===== config.mk =====
export PLATFORM = sky130hd
export DESIGN_NAME = rc4_phase_sequencer_flat
export DESIGN_NICKNAME = d
export VERILOG_FILES = /design/src/rtl/rc4_phase_sequencer_if.sv /design/src/rtl/rc4_phase_sequencer.sv /design/src/flat_wrapper.sv
export SDC_FILE = /design/constraint.sdc
export NUM_CORES = 1
export LEC_CHECK = 0
export BUFFER_PORTS_ARGS = -buffer_cell sky130_fd_sc_hd__clkbuf_2
export CAP_MARGIN = 20
export CELL_PAD_IN_SITES_DETAIL_PLACEMENT = 1
export CELL_PAD_IN_SITES_GLOBAL_PLACEMENT = 2
export CORE_MARGIN = 4
export CORE_UTILIZATION = 30
export DETAILED_ROUTE_END_ITERATION = 8
export GPL_ROUTABILITY_DRIVEN = 0
export HOLD_SLACK_MARGIN = 0.03
export PLACE_DENSITY_LB_ADDON = 0.1
export REMOVE_ABC_BUFFERS = 1
export SYNTH_ARGS = -nofsm -noshare
export SYNTH_HDL_FRONTEND = slang
export SYNTH_SLANG_ARGS = --single-unit

===== constraint.sdc =====
create_clock -name clk -period 4 [get_ports clk]
set_clock_uncertainty 0.15 [all_clocks]
set_input_delay 1 -clock clk [delete_from_list [all_inputs] [get_ports clk]]
set_output_delay 1 -clock clk [all_outputs]
set_load 0.02 [all_outputs]

===== src/rtl/rc4_phase_sequencer_if.sv =====
// Phase handshake, requester buses and S-memory port of the RC4 scheduler.
// master = the sequencer; slave = the phase FSMs and S-memory.
interface rc4_phase_sequencer_if #(
  parameter int ADDR_W = 8,
  parameter int DATA_W = 8,
  parameter int KEY_W  = 24
);
  logic [KEY_W-1:0]  key_out;
  logic              init_start;
  logic              shuffle_start;
  logic              decrypt_start;
  logic              init_finish;
  logic              shuffle_finish;
  logic              decrypt_finish;
  logic [ADDR_W-1:0] init_addr;
  logic [ADDR_W-1:0] shuffle_addr;
  logic [ADDR_W-1:0] decrypt_addr;
  logic [DATA_W-1:0] init_data;
  logic [DATA_W-1:0] shuffle_data;
  logic [DATA_W-1:0] decrypt_data;
  logic              init_wren;
  logic              shuffle_wren;
  logic              decrypt_wren;
  logic [ADDR_W-1:0] mem_address;
  logic [DATA_W-1:0] mem_data;
  logic              mem_wren;

  modport master (
    output key_out, init_start, shuffle_start, decrypt_start,
    output mem_address, mem_data, mem_wren,
    input  init_finish, shuffle_finish, decrypt_finish,
    input  init_addr, shuffle_addr, decrypt_addr,
    input  init_data, shuffle_data, decrypt_data,
    input  init_wren, shuffle_wren, decrypt_wren
  );

  modport slave (
    input  key_out, init_start, shuffle_start, decrypt_start,
    input  mem_address, mem_data, mem_wren,
    output init_finish, shuffle_finish, decrypt_finish,
    output init_addr, shuffle_addr, decrypt_addr,
    output init_data, shuffle_data, decrypt_data,
    output init_wren, shuffle_wren, decrypt_wren
  );
endinterface


===== src/rtl/rc4_phase_sequencer.sv =====
// RC4 top scheduler: runs init -> shuffle -> decrypt, owns the S-memory port,
// latches the key and traps phases that exceed TIMEOUT cycles.
module rc4_phase_sequencer #(
  parameter int ADDR_W  = 8,
  parameter int DATA_W  = 8,
  parameter int KEY_W   = 24,
  parameter int TIMEOUT = 4095
) (
  input  logic                   clk,
  input  logic                   reset_n,
  input  logic                   start,
  input  logic                   abort,
  input  logic [KEY_W-1:0]       secret_key,
  rc4_phase_sequencer_if.master  bus,
  output logic [2:0]             state,
  output logic                   busy,
  output logic                   done,
  output logic                   error
);

  typedef enum logic [2:0] {
    S_IDLE    = 3'd0,
    S_INIT    = 3'd1,
    S_SHUFFLE = 3'd2,
    S_DECRYPT = 3'd3,
    S_DONE    = 3'd4,
    S_ERROR   = 3'd5
  } state_t;

  localparam logic [15:0] TO_LAST = 16'(TIMEOUT - 1);

  state_t           state_q, state_d;
  logic [15:0]      cnt_q, cnt_d;
  logic [KEY_W-1:0] key_q, key_d;
  logic             init_start_q, init_start_d;
  logic             shuffle_start_q, shuffle_start_d;
  logic             decrypt_start_q, decrypt_start_d;

  logic             phase_fin;
  logic             fin_ok;

  always_ff @(posedge clk or negedge reset_n) begin
    if (!reset_n) begin
      state_q         <= S_IDLE;
      cnt_q           <= '0;
      key_q           <= '0;
      init_start_q    <= 1'b0;
      shuffle_start_q <= 1'b0;
      decrypt_start_q <= 1'b0;
    end else begin
      state_q         <= state_d;
      cnt_q           <= cnt_d;
      key_q           <= key_d;
      init_start_q    <= init_start_d;
      shuffle_start_q <= shuffle_start_d;
      decrypt_start_q <= decrypt_start_d;
    end
  end

  always_comb begin
    state_d   = state_q;
    cnt_d     = '0;
    key_d     = key_q;
    phase_fin = 1'b0;
    unique case (state_q)
      S_INIT:    phase_fin = bus.init_finish;
      S_SHUFFLE: phase_fin = bus.shuffle_finish;
      S_DECRYPT: phase_fin = bus.decrypt_finish;
      default:   phase_fin = 1'b0;
    endcase
    // A finish level seen while the start pulse is still out is left over from a previous run.
    fin_ok = phase_fin & ~(init_start_q | shuffle_start_q | decrypt_start_q);

    if (abort) begin
      state_d = S_IDLE;
    end else begin
      unique case (state_q)
        S_INIT, S_SHUFFLE, S_DECRYPT: begin
          if (fin_ok) begin
            unique case (state_q)
              S_INIT:    state_d = S_SHUFFLE;
              S_SHUFFLE: state_d = S_DECRYPT;
              default:   state_d = S_DONE;
            endcase
          end else if (cnt_q == TO_LAST) begin
            state_d = S_ERROR;
          end else begin
            cnt_d = cnt_q + 16'd1;
          end
        end
        default: begin
          if (start) begin
            state_d = S_INIT;
            key_d   = secret_key;
          end
        end
      endcase
    end

    init_start_d    = (state_d == S_INIT)    && (state_q != S_INIT);
    shuffle_start_d = (state_d == S_SHUFFLE) && (state_q != S_SHUFFLE);
    decrypt_start_d = (state_d == S_DECRYPT) && (state_q != S_DECRYPT);
  end

  always_comb begin
    state             = state_q;
    busy              = 1'b0;
    done              = 1'b0;
    error             = 1'b0;
    bus.key_out       = key_q;
    bus.init_start    = init_start_q;
    bus.shuffle_start = shuffle_start_q;
    bus.decrypt_start = decrypt_start_q;
    bus.mem_address   = '0;
    bus.mem_data      = '0;
    bus.mem_wren      = 1'b0;
    unique case (state_q)
      S_INIT: begin
        busy            = 1'b1;
        bus.mem_address = bus.init_addr;
        bus.mem_data    = bus.init_data;
        bus.mem_wren    = bus.init_wren;
      end
      S_SHUFFLE: begin
        busy            = 1'b1;
        bus.mem_address = bus.shuffle_addr;
        bus.mem_data    = bus.shuffle_data;
        bus.mem_wren    = bus.shuffle_wren;
      end
      S_DECRYPT: begin
        busy            = 1'b1;
        bus.mem_address = bus.decrypt_addr;
        bus.mem_data    = bus.decrypt_data;
        bus.mem_wren    = bus.decrypt_wren;
      end
      S_DONE:  done  = 1'b1;
      S_ERROR: error = 1'b1;
      default: ;
    endcase
    if (abort) bus.mem_wren = 1'b0;
  end

endmodule


===== src/flat_wrapper.sv =====
// flat-port wrapper written by rule: the top's interface ports become plain ports
module rc4_phase_sequencer_flat 
#(
  parameter int ADDR_W  = 8,
  parameter int DATA_W  = 8,
  parameter int KEY_W   = 24,
  parameter int TIMEOUT = 4095
)
  (clk, reset_n, start, abort, secret_key, state, busy, done, error, bus_key_out, bus_init_start, bus_shuffle_start, bus_decrypt_start, bus_mem_address, bus_mem_data, bus_mem_wren, bus_init_finish, bus_shuffle_finish, bus_decrypt_finish, bus_init_addr, bus_shuffle_addr, bus_decrypt_addr, bus_init_data, bus_shuffle_data, bus_decrypt_data, bus_init_wren, bus_shuffle_wren, bus_decrypt_wren);
  rc4_phase_sequencer_if #(.ADDR_W(ADDR_W), .DATA_W(DATA_W), .KEY_W(KEY_W)) bus_i ();
  input  logic clk;
  input  logic reset_n;
  input  logic start;
  input  logic abort;
  input  logic [KEY_W-1:0] secret_key;
  output logic [2:0] state;
  output logic busy;
  output logic done;
  output logic error;
  output wire logic [$bits(bus_i.key_out)-1:0] bus_key_out;
  output wire logic [$bits(bus_i.init_start)-1:0] bus_init_start;
  output wire logic [$bits(bus_i.shuffle_start)-1:0] bus_shuffle_start;
  output wire logic [$bits(bus_i.decrypt_start)-1:0] bus_decrypt_start;
  output wire logic [$bits(bus_i.mem_address)-1:0] bus_mem_address;
  output wire logic [$bits(bus_i.mem_data)-1:0] bus_mem_data;
  output wire logic [$bits(bus_i.mem_wren)-1:0] bus_mem_wren;
  input wire logic [$bits(bus_i.init_finish)-1:0] bus_init_finish;
  input wire logic [$bits(bus_i.shuffle_finish)-1:0] bus_shuffle_finish;
  input wire logic [$bits(bus_i.decrypt_finish)-1:0] bus_decrypt_finish;
  input wire logic [$bits(bus_i.init_addr)-1:0] bus_init_addr;
  input wire logic [$bits(bus_i.shuffle_addr)-1:0] bus_shuffle_addr;
  input wire logic [$bits(bus_i.decrypt_addr)-1:0] bus_decrypt_addr;
  input wire logic [$bits(bus_i.init_data)-1:0] bus_init_data;
  input wire logic [$bits(bus_i.shuffle_data)-1:0] bus_shuffle_data;
  input wire logic [$bits(bus_i.decrypt_data)-1:0] bus_decrypt_data;
  input wire logic [$bits(bus_i.init_wren)-1:0] bus_init_wren;
  input wire logic [$bits(bus_i.shuffle_wren)-1:0] bus_shuffle_wren;
  input wire logic [$bits(bus_i.decrypt_wren)-1:0] bus_decrypt_wren;
  assign bus_key_out = bus_i.key_out;
  assign bus_init_start = bus_i.init_start;
  assign bus_shuffle_start = bus_i.shuffle_start;
  assign bus_decrypt_start = bus_i.decrypt_start;
  assign bus_mem_address = bus_i.mem_address;
  assign bus_mem_data = bus_i.mem_data;
  assign bus_mem_wren = bus_i.mem_wren;
  assign bus_i.init_finish = bus_init_finish;
  assign bus_i.shuffle_finish = bus_shuffle_finish;
  assign bus_i.decrypt_finish = bus_decrypt_finish;
  assign bus_i.init_addr = bus_init_addr;
  assign bus_i.shuffle_addr = bus_shuffle_addr;
  assign bus_i.decrypt_addr = bus_decrypt_addr;
  assign bus_i.init_data = bus_init_data;
  assign bus_i.shuffle_data = bus_shuffle_data;
  assign bus_i.decrypt_data = bus_decrypt_data;
  assign bus_i.init_wren = bus_init_wren;
  assign bus_i.shuffle_wren = bus_shuffle_wren;
  assign bus_i.decrypt_wren = bus_decrypt_wren;
  rc4_phase_sequencer #(.ADDR_W(ADDR_W), .DATA_W(DATA_W), .KEY_W(KEY_W), .TIMEOUT(TIMEOUT)) u_core (.clk(clk), .reset_n(reset_n), .start(start), .abort(abort), .secret_key(secret_key), .bus(bus_i), .state(state), .busy(busy), .done(done), .error(error));
endmodule

==> results.cfg <==
[run_status]
outcome = finished clean

[pwr]
internal_cell_power_w = 0.00165
power_per_cell_area_nw_per_um2 = 729
seq_power_share = 0.251
vdd.ir_drop.worst_uv = 231
p_clk_frac = 0.130
netSwitchingFraction = 0.496
switching_power_w = 0.00162
leakage_nw = 2.01
report.power.total_w = 0.00327
p_comb_frac = 0.618

[place]
dp_worst_setup_slack_ps = 866
postPlaceCellArea_sq_um = 4330
final_hpwl_dp_um = 8710
placement.io_buffers = 131

[routing]
drcViolationCount = 0
drt.antenna.violating_nets = 0
postRouteWirelength_um = 12000
drt_first_pass_iters = 4
via_count = 3579
drtIter0Drc = 193
post_drt_wl_per_cell_um = 17.9
detail_route.vias_per_cell = 5.33

[floorplanning]
floorplan.initialDensity = 0.308
core-area_sq_um = 11500
placementRows = 39
die_footprint_sq_um = 13600
die_w_um = 117
die_h_um = 117
ioPinCount = 132

[sta]
slew-limit-headroom = 0.396
timing.final.ws_setup_ps = 718
fmaxAchievable_mhz = 305
setup_viol = 0
worst_hold_slack_ps = 388
finalCriticalPeriod_ps = 3280
final_min_period_over_clock_period = 0.821
final_max_slew_viol_count = 0
worst_slew_pin_slew_ps = 906
final.setup.tns_ps = 0
rsz_0062_raised_after_global_routing = no
hold_fails_final_rpt = 0

[clocking]
clock_tree_root_buffer_cell = sky130_fd_sc_hd__clkbuf_16
post_cts_hold_buffer_count = 0
depth_of_the_cts_h_tree = 2
clock_sinks = 46
clk_path_buf_depth = 2
buffers_inserted_during_post_cts_setup_optimization = 0
tritoncts = built
cts_inserted_buffers = 5
clock_latency_reported_for_the_late_side_of_the_worst_skew_pair_ps = 290
clk_transition_reported_paths_ps = 70
post_cts.resized_instances = 0

[synthesis]
async_reset_ff_frac = 1.00
synthesis.area_sq_um = 3530
synth_cells = 408
ys_seq_area_frac = 0.326
yosys_warnings = 0
synthesis.area_per_instance_sq_um = 8.66
synth-edff-count = 0
ys_dominant_reg_cell = sky130_fd_sc_hd__dfrtp_1
synth-seq-cells = 46
synth.lib_cells_used.distinct = 50

[grt]
initial_antenna_violation_count = 0
gr-usage-all-layers = 0.177
first_global_vias = 3715
grt_first_pass_wirelength_um = 19300
grt_start_max_net_pins = 29
grt_overflow = 0

[worst_setup_path]
worst_ep_required_time_ps = 2850
timing.reg2reg.setup_slack_ps = 1000
critPathArrivalTime_ps = 2130
worstSetupPathType = reg2out
beginning_of_the_worst_register_to_register_path = u_core.state[2]
worst-path-max-fanout = 19
worst_setup_path_start_kind = flip-flop
worst_reg2reg_path_endpoint = u_core.bus.key_out[2]
end_kind = output pin
ff2ff_path_depth = 6

[layout]
syn2layout_area_growth_pct = 27.0
final_area_sq_um = 4480
mostFrequentLayoutCell = sky130_fd_sc_hd__clkbuf_2
diodes = 0
final_stage_net_count = 612
most-common-layout-cells = 131 x sky130_fd_sc_hd__clkbuf_2, 59 x sky130_fd_sc_hd__nor2_1, 46 x sky130_fd_sc_hd__dfrtp_1
drive_above_1_share = 0.340

[min_path]
timing.hold.worst_endpoint = u_core.cnt_q[0]
timing.hold.worst.start = u_core.cnt_q[0]
min_delay_path_depth = 1
hp-class = reg2reg

[job]
max-cap-violations = 0
[synthesized netlist by cell type, drive strengths merged, types with 2 or more instances]
library cell,number,area share
nor2,59,0.063
nor3b,25,0.053
a21o,2,0.0042
ha,2,0.0071
nor4,3,0.011
nand2,10,0.011
buf,9,0.018
nand4,4,0.0071
a211o,2,0.0074
xor2,6,0.015
o21ai,26,0.037
mux2i,17,0.048
inv,32,0.034
and2,26,0.046
a32oi,24,0.060
xnor2,8,0.020
nor3,7,0.0099
a21oi,20,0.028
or4,2,0.0053
nand3,10,0.014
o311ai,24,0.10
dfrtp,46,0.33
clkbuf,23,0.024
a31oi,2,0.0035
and3,2,0.0035
nand2b,2,0.0035
[final cells by class]
| type | instances | area, sq um |
|---|---|---|
| clock inverter | 2 | 12.5 |
| inverter | 32 | 120 |
| clock buffer | 6 | 139 |
| sequential | 46 | 1150 |
| multi-input combinational | 298 | 2120 |
| tap | 143 | 179 |
| fill | 1406 | 6980 |
| timing repair buffer | 145 | 761 |
[worst max-delay path by stage]
stage,start,endpoint,cells after the start
floorplan,u_core.state[0],bus_mem_wren,4
global placement,bus_init_finish,u_core.bus.key_out[3],7
detailed placement,bus_init_finish,u_core.bus.key_out[2],7
CTS,u_core.state[0],bus_mem_address[0],6
global route,u_core.state[0],bus_mem_wren,6
finish,u_core.state[0],bus_mem_address[0],6
[through the flow]
step	std cells	util
floorplan	376	-
global placement	664	0.378
detailed placement	664	0.378
CTS	672	0.391
global route	672	0.391
finish	672	0.391
[critical path, stage by stage (launching register included)]
cell	delay (ps)
sky130_fd_sc_hd__dfrtp_1	820
sky130_fd_sc_hd__buf_4	340
sky130_fd_sc_hd__mux2i_1	220
sky130_fd_sc_hd__nor2_1	60
sky130_fd_sc_hd__a21oi_1	150
sky130_fd_sc_hd__nor2_1	60
sky130_fd_sc_hd__clkbuf_2	200
[sequential cells by signal, indices dropped and copies added, names as in the netlist]
signal,count
u_core.bus.decrypt_start,1
u_core.cnt_q,16
u_core.bus.key_out,24
u_core.bus.init_start,1
u_core.state,3
u_core.bus.shuffle_start,1
[logic make-up (layout without fill, tap and decap cells)]
group                    Yosys count  count (layout)  share of synthesized area
AND/OR/NAND/NOR                  157             157                      0.245
AO/OA/AOI/OAI                    108             108                      0.263
buffers and inverters             64             185                     0.0762
flip-flops                        46              46                      0.326
multiplexers                      17              17                     0.0482
XOR/XNOR                          14              14                     0.0347
adder cells (fa/ha/maj)            2               2                    0.00708
[metal layers]
layer	vias to the layer above	track usage	routed length [um]
li1	1723	-	-
met1	1760	0.237	5450
met2	90	0.308	5860
met3	6	0.0254	632
met4	0	0.0302	84
met5	-	0	0
[power groups by stage]
stage	Combinational [W]	Clock (W)	Sequential, W
CTS	0.00205	0.000441	0.000826
global placement	0.00201	0	0.000823
global route	0.00223	0.000467	0.000855
detailed placement	0.00204	0	0.000835
finish	0.00202	0.000426	0.000821
floorplan	0.00118	0	0.000970
Note: power is estimated with default switching activity, not from simulation.
